==> src/rtl/code_seq_pkg.sv <==
// +----------------------------------------------------------------------------+
// | code_seq_pkg : shared types and code arithmetic for code_sequencer          |
// | Revision     : 1.0                                                          |
// +----------------------------------------------------------------------------+
`default_nettype none

package code_seq_pkg;

  localparam int CODE_W = 3;

  typedef enum logic {
    HOLD = 1'b0,
    RUN  = 1'b1
  } seq_state_t;

  localparam logic [CODE_W-1:0] CODE_ONE = CODE_W'(1);

  function automatic logic [CODE_W-1:0] step_code(input logic [CODE_W-1:0] code,
                                                  input logic              down);
    return down ? (code - CODE_ONE) : (code + CODE_ONE);
  endfunction

  function automatic logic wraps(input logic [CODE_W-1:0] code, input logic down);
    return down ? (code == '0) : (code == '1);
  endfunction

endpackage

`default_nettype wire

==> src/rtl/sync_edge.sv <==
// +----------------------------------------------------------------------------+
// | sync_edge : 2-flop synchronizer with a rising-edge detect from a 3rd flop   |
// | Revision  : 1.0                                                             |
// +----------------------------------------------------------------------------+
`default_nettype none

module sync_edge (
  input  logic clk,
  input  logic rst,
  input  logic d,
  output logic level,
  output logic rise
);

  logic s1;
  logic s2;
  logic s3;

  always_ff @(posedge clk or posedge rst) begin
    if (rst) begin
      s1 <= 1'b0;
      s2 <= 1'b0;
      s3 <= 1'b0;
    end else begin
      s1 <= d;
      s2 <= s1;
      s3 <= s2;
    end
  end

  assign level = s2;
  assign rise  = s2 & ~s3;

endmodule

`default_nettype wire

==> src/rtl/code_sequencer.sv <==
// +----------------------------------------------------------------------------+
// | code_sequencer : 3-bit code generator (free-run / single-step / load)       |
// | Revision       : 1.0                                                        |
// +----------------------------------------------------------------------------+
`default_nettype none

module code_sequencer
  import code_seq_pkg::*;
#(
  parameter int TICK_DIV = 50_000_000,
  parameter int DIV_W    = 26
) (
  input  logic              clk,
  input  logic              rst,
  input  logic              run_sw,
  input  logic              step_btn,
  input  logic              dir,
  input  logic              ld_en,
  input  logic [CODE_W-1:0] ld_val,
  output logic [CODE_W-1:0] data_out,
  output logic              valid,
  output logic              wrap
);

  localparam logic [DIV_W-1:0] TICK_LAST = DIV_W'(TICK_DIV - 1);
  localparam logic [DIV_W-1:0] DIV_ONE   = DIV_W'(1);

  logic             run_lvl;
  logic             dir_lvl;
  logic             step_edge;
  logic             unused_rises;
  logic [DIV_W-1:0] presc;
  seq_state_t       state;
  logic             tick;
  logic             advance;
  logic             run_rise;
  logic             dir_rise;

  sync_edge u_run_sync (
    .clk   (clk),
    .rst   (rst),
    .d     (run_sw),
    .level (run_lvl),
    .rise  (run_rise)
  );

  sync_edge u_dir_sync (
    .clk   (clk),
    .rst   (rst),
    .d     (dir),
    .level (dir_lvl),
    .rise  (dir_rise)
  );

  sync_edge u_step_sync (
    .clk   (clk),
    .rst   (rst),
    .d     (step_btn),
    .level (),
    .rise  (step_edge)
  );

  assign unused_rises = run_rise | dir_rise;

  // The second run_sw synchronizer flop doubles as the state register, so the
  // mode changes on the same edge the synchronized switch level does.
  assign state   = run_lvl ? RUN : HOLD;
  assign tick    = (state == RUN) && (presc == TICK_LAST);
  assign advance = (state == RUN) ? tick : step_edge;

  always_ff @(posedge clk or posedge rst) begin
    if (rst) begin
      data_out <= '0;
      valid    <= 1'b0;
      wrap     <= 1'b0;
      presc    <= '0;
    end else begin
      valid <= 1'b0;
      wrap  <= 1'b0;

      // A load restarts the tick period just like a tick does.
      if ((state == HOLD) || ld_en || tick) begin
        presc <= '0;
      end else begin
        presc <= presc + DIV_ONE;
      end

      if (ld_en) begin
        data_out <= ld_val;
        valid    <= 1'b1;
      end else if (advance) begin
        data_out <= step_code(data_out, dir_lvl);
        valid    <= 1'b1;
        wrap     <= wraps(data_out, dir_lvl);
      end
    end
  end

endmodule

`default_nettype wire

==> config.mk <==
export PLATFORM = sky130hd
export DESIGN_NAME = code_sequencer
export DESIGN_NICKNAME = d
export VERILOG_FILES = /design/src/rtl/code_seq_pkg.sv /design/src/rtl/sync_edge.sv /design/src/rtl/code_sequencer.sv
export SDC_FILE = /design/constraint.sdc
export NUM_CORES = 1
export LEC_CHECK = 0
export ABC_AREA = 1
export CORE_ASPECT_RATIO = 1.2
export CORE_MARGIN = 2
export CORE_UTILIZATION = 35
export DETAILED_ROUTE_END_ITERATION = 10
export PLACE_DENSITY = 0.56
export SKIP_CTS_REPAIR_TIMING = 1
export SYNTH_ARGS = -nofsm -noshare
export SYNTH_HDL_FRONTEND = slang
export SYNTH_SLANG_ARGS = --single-unit
==> constraint.sdc <==
create_clock -name clk -period 2.6 [get_ports clk]
set_input_delay 0.52 -clock clk [delete_from_list [all_inputs] [get_ports clk]]
set_output_delay 0.52 -clock clk [all_outputs]
set_load 0.02 [all_outputs]
==> out/metrics.csv, run 1 <==
stage,metric,value,unit
sta,fin_skew,8.33,ps
sta,slew_viol_final,0,
detailed_routing,postRouteAntennaNets,0,
floorplanning,row_count,30,
critical_path,end_kind,output pin,
grt,grt_pass1_wl,7730,um
placement,dp.cells,357,
clocking,cts_tree,yes,
detailed_routing,wire_per_inst,12.0,um
critical_path,start_kind,flop,
sta,rsz0062_at_grt,false,
grt,antenna_found_initial,0,
synthesis,syn_nets,276,
critical_path,worstRegToRegCells,8,
floorplanning,die_y,88.7,um
flow_run,drv_cap,0,
detailed_routing,route.detailed.drc,0,
synthesis,ys.warnings.count,0,
clocking,clockBufferDepth,2,
critical_path,slowest_stage,clkdlybuf4s50_1,
clocking,clock_latency,300,ps
sta,min_period,1860,ps
critical_path,crit_fanout,5,
critical_path,r2r-end,presc[11],
critical_path,crit_start,data_out[2],
floorplanning,io_pins,14,
min_path,min-delay-start,u_run_sync.s1,
synthesis,synthDistinctLibCells,29,
detailed_routing,viasPerCell,4.59,
sta,setup_viol,0,
pwr,p_per_area,553,nW/um^2
critical_path,critPathMaxStageDelay,630,ps
floorplanning,start_util,0.366,
synthesis,synth_area_per_cell,7.89,um^2
critical_path,r2r-start,presc[0],
critical_path,path_delay_family,buffers and inverters,
critical_path,cp-endpoint,data_out[2],
finish,finalNetCount,295,
clocking,numCtsBuffers,5,
finish,syn_to_final_growth,16.9,%
grt,grt_max_degree,39,
clocking,clkSinkCount,38,
floorplanning,dieArea,6610,um^2
pwr,ir_drop,0.250,mV
detailed_routing,via_count,1675,
clocking,root_buffer,clkbuf_8,
grt,grt.total_usage,0.154,
finish,layout_commonest_cell,nand2_1,
critical_path,critPathBufInv,1,
min_path,hold_class,reg -> reg,
critical_path,critical_path_cell_count,1,
finish,drive_gt1_frac,0.123,
clocking,clock_tree.htree_level_count,2,
synthesis,syn_inst,265,
floorplanning,die_width,74.6,um
detailed_routing,drt-initial-drc-count,43,
finish,layoutNonFillerInstCount,365,
critical_path,crit_arrival,1340,ps
placement,place_hpwl,3300,um
sta,tightest_slew,497,ps
pwr,p_leak,1.02,nW
sta,hold_viol,0,
finish,antennaDiodeCount,0,
sta,max_slew_margin,0.669,
synthesis,yosysSeqAreaShare,0.455,
placement,place_congestion,0.893,
clocking,clk_pin_slew,80,ps
critical_path,worstSetupPathType,reg -> out,
detailed_routing,wl,4360,um
placement,port_buffers,13,
detailed_routing,drt_first_pass_iters,4,
critical_path,crit_required,2080,ps
grt,grt_overflow_total,0,
sta,timing.final.crit_share,0.716,
synthesis,netlist_area,2090,um^2
synthesis,ys_ff_latch,38,
critical_path,r2r_slack,940,ps
finish,layout_common_cells,"60 x nand2_1, 50 x nor2_1, 38 x dfrtp_1",
critical_path,crit_chain,clkdlybuf4s50_1,
grt,grt_pass1_vias,1722,
sta,fin_tns_setup,0,ps
floorplanning,core_area,5710,um^2
status,run_status,"complete, no violations",
sta,max_freq,537,MHz
-- synthesized netlist by cell type, drive strengths merged --
| master | instances | area share |
|---|---|---|
| a21o | 1 | 0.0042 |
| a21oi | 3 | 0.0072 |
| a31oi | 1 | 0.0030 |
| buf | 2 | 0.011 |
| dfrtp | 38 | 0.45 |
| fa | 1 | 0.0096 |
| ha | 1 | 0.0060 |
| inv | 32 | 0.057 |
| nand2 | 70 | 0.14 |
| nand3 | 15 | 0.044 |
| nand3b | 1 | 0.0036 |
| nand4 | 6 | 0.018 |
| nor2 | 58 | 0.12 |
| nor3 | 14 | 0.036 |
| nor3b | 4 | 0.017 |
| o21ai | 6 | 0.014 |
| o21bai | 2 | 0.0090 |
| or2 | 2 | 0.0060 |
| xnor2 | 4 | 0.017 |
| xor2 | 4 | 0.017 |
-- state kept, by name, summed over array words and instances, names as in the netlist --
name	flops
u_dir_sync.level	1
u_step_sync.level	1
u_run_sync.level	1
u_run_sync.s1	1
u_step_sync.s1	1
valid	1
u_step_sync.s3	1
u_dir_sync.s1	1
presc	26
wrap	1
data_out	3
-- power by group --
part	switching (W)	internal, W
clock network	0.000226	0.000385
registers	0.0000158	0.000607
logic	0.0000664	0.0000512
total	0.000309	0.00104
-- routing by layer --
metal / track usage / share of wire / vias up / routed length [um]
met1: 0.192 / 0.47 / 779 / 2040
met4: 0.0682 / 0.026 / 0 / 115
met3: 0.0342 / 0.020 / 10 / 88
met2: 0.253 / 0.49 / 14 / 2120
li1: - / - / 872 / -
met5: 0 / 0 / - / 0
-- final cells by class --
type                       count  area [um^2]
multi-input combinational    193          997
tap                           80          100
inverter                      32          120
sequential                    38          951
timing repair buffer          14          138
fill                         626         3260
clock inverter                 3         68.8
clock buffer                   5         68.8
-- cell families after synthesis --
| family | share of synthesized area |
|---|---|
| simple gates | 0.390 |
| flops | 0.455 |
| buf+inv | 0.0682 |
| compound gates | 0.0377 |
| xor+xnor | 0.0335 |
| fa+ha+maj | 0.0156 |
-- per-stage QoR --
step / setup WS (ps) / hold WS [ps] / utilization / cell area [um^2] / total power, W
6_report: 737 / 354 / 0.428 / 2440 / 0.00135
5_1_grt: 674 / 362 / 0.428 / 2440 / 0.00141
4_1_cts: 722 / 357 / 0.428 / 2440 / 0.00137
3_5_place_dp: 561 / 337 / 0.404 / 2310 / 0.000756
3_3_place_gp: 616 / 332 / 0.404 / 2310 / 0.000755
2_1_floorplan: 985 / 331 / - / 2090 / 0.000705
-- worst min path at each step --
stage	end	cells after the start
floorplan	u_dir_sync.level	0
global placement	u_dir_sync.level	0
detailed placement	u_run_sync.level	0
CTS	u_run_sync.level	0
global route	u_run_sync.level	0
finish	u_run_sync.level	0
Power figures use the tool's default switching activity.
==> inputs of run 2 (changes only) <==
==> constraint.sdc (replaced) <==
create_clock -name clk -period 1.8 [get_ports clk]
set_input_delay 0.36 -clock clk [delete_from_list [all_inputs] [get_ports clk]]
set_output_delay 0.36 -clock clk [all_outputs]
set_load 0.02 [all_outputs]
==> out/metrics.csv, run 2 (synthesis gave the netlist of run 1 again) <==
stage,metric,value,unit,change
status,run_status,"complete, no violations",,unchanged
sta,timing.final.crit_share,0.945,,
finish,top_regs,"presc (26), data_out (3)",,unchanged
placement,port_buffers,13,,unchanged
pwr,p_per_area,792,nW/um^2,was 553 nW/um^2
sta,tightest_slew,349,ps,was 497 ps
clocking,clockBufferDepth,2,,unchanged
pwr,p_leak,1.04,nW,was 1.02 nW
sta,slew_viol_final,0,,unchanged
detailed_routing,drt-initial-drc-count,74,,was 43
finish,antennaDiodeCount,0,,unchanged
grt,grt_max_degree,39,,unchanged
detailed_routing,via_count,1734,,was 1675
flow_run,drv_cap,0,,unchanged
placement,place_hpwl,3380,um,was 3300 um
clocking,clk_pin_slew,80,ps,about the same
critical_path,slowest_stage,clkdlybuf4s50_1,,unchanged
critical_path,crit_chain,clkdlybuf4s50_1,,unchanged
critical_path,start_kind,flop,,unchanged
grt,grt_pass1_wl,7470,um,was 7730 um
clocking,clkSinkCount,38,,unchanged
grt,grt_overflow_total,0,,unchanged
sta,min_period,1700,ps,
sta,rsz0062_at_grt,false,,unchanged
critical_path,path_delay_family,buffers and inverters,,unchanged
finish,finalNetCount,299,,was 295
clocking,root_buffer,clkbuf_8,,unchanged
floorplanning,start_util,0.366,,unchanged
grt,antenna_found_initial,0,,unchanged
clocking,numCtsBuffers,5,,unchanged
critical_path,end_kind,output pin,,unchanged
sta,max_freq,588,MHz,
sta,setup_viol,0,,unchanged
critical_path,worstSetupPathType,reg -> out,,unchanged
detailed_routing,route.detailed.drc,0,,unchanged
finish,largest_register_ffs,26,,unchanged
floorplanning,die_width,74.6,um,unchanged
finish,regMostFlops,presc,,unchanged
finish,drive_gt1_frac,0.135,,was 0.123
finish,layout_common_cells,"60 x nand2_1, 50 x nor2_1, 38 x dfrtp_1",,unchanged
critical_path,crit_arrival,1340,ps,about the same
finish,syn_to_final_growth,19.6,%,was 16.9%
critical_path,crit_required,1440,ps,was 2080 ps
clocking,clock_tree.htree_level_count,2,,unchanged
floorplanning,die_y,88.7,um,unchanged
floorplanning,dieArea,6610,um^2,unchanged
placement,place_congestion,0.800,,was 0.893
detailed_routing,viasPerCell,4.70,,was 4.59
critical_path,crit_fanout,5,,unchanged
grt,grt_pass1_vias,1658,,was 1722
floorplanning,io_pins,14,,unchanged
finish,fillCellCount,615,,was 626
detailed_routing,wire_per_inst,12.6,um,was 12.0 um
detailed_routing,postRouteAntennaNets,0,,unchanged
sta,whs,352,ps,was 354 ps
floorplanning,row_count,30,,unchanged
sta,hold_viol,0,,unchanged
clocking,clock_latency,290,ps,was 300 ps
sta,fin_skew,6.49,ps,was 8.33 ps
sta,fin_tns_setup,0,ps,unchanged
detailed_routing,drt_first_pass_iters,4,,unchanged
clocking,cts_tree,yes,,unchanged
detailed_routing,wl,4660,um,was 4360 um
floorplanning,core_area,5710,um^2,unchanged
finish,layout_commonest_cell,nand2_1,,unchanged
critical_path,critPathMaxStageDelay,630,ps,about the same
critical_path,critPathBufInv,1,,unchanged
sta,max_slew_margin,0.766,,was 0.669
pwr,ir_drop,0.356,mV,was 0.250 mV
grt,grt.total_usage,0.150,,was 0.154
min_path,hold_class,reg -> reg,,unchanged
==> run 2: through the flow <==
stage	power, W	std cells	utilization	cell area, um^2	setup WS (ps)
2_1_floorplan	0.00102	265	-	2090	185
3_3_place_gp	0.00109	359	0.409	2330	202
3_5_place_dp	0.00110	359	0.409	2330	135
4_1_cts	0.00201	367	0.434	2480	72.9
5_1_grt	0.00206	369	0.438	2500	0.123
6_report	0.00198	369	0.438	2500	98.5
==> run 2: power by group <==
part	switching [W]	internal [W]	total (W)	leakage, nW
Combinational	0.000100	0.0000812	0.000182	0.468
Sequential	0.0000240	0.000877	0.000901	0.505
Clock	0.000307	0.000591	0.000898	0.0714
Total	0.000431	0.00155	0.00198	1.04
==> run 2: worst paths after layout <==
| path | startpoint | end | slack [ps] | cells past startpoint |
|---|---|---|---|---|
| max | data_out[2] | data_out[2] | 100 | 1 |
| min | u_step_sync.s1 | u_step_sync.level | 350 | 0 |
| max reg2reg | presc[0] | data_out[1] | 210 | 11 |
| min reg2reg | u_step_sync.s1 | u_step_sync.level | 350 | 0 |
| max in group asynchronous | rst | presc[23] | 1190 | 3 |
| min in group asynchronous | rst | u_step_sync.s1 | 420 | 3 |
==> run 2: final cells by class <==
class,count,area (um^2),share of cell area
Multi-Input combinational cell,194,1010,0.406
Sequential cell,38,951,0.380
Timing Repair Buffer,17,173,0.0690
Inverter,32,120,0.0480
Tap cell,80,100,0.0400
Clock buffer,6,82.6,0.0330
Clock inverter,2,60.1,0.0240
==> run 2: routing by layer <==
| layer | wire (um) | up-vias | track usage |
|---|---|---|---|
| li1 | - | 880 | - |
| met3 | 85 | 10 | 0.0308 |
| met2 | 2440 | 17 | 0.248 |
| met5 | 0 | - | 0 |
| met4 | 74 | 0 | 0.0633 |
| met1 | 2060 | 827 | 0.190 |
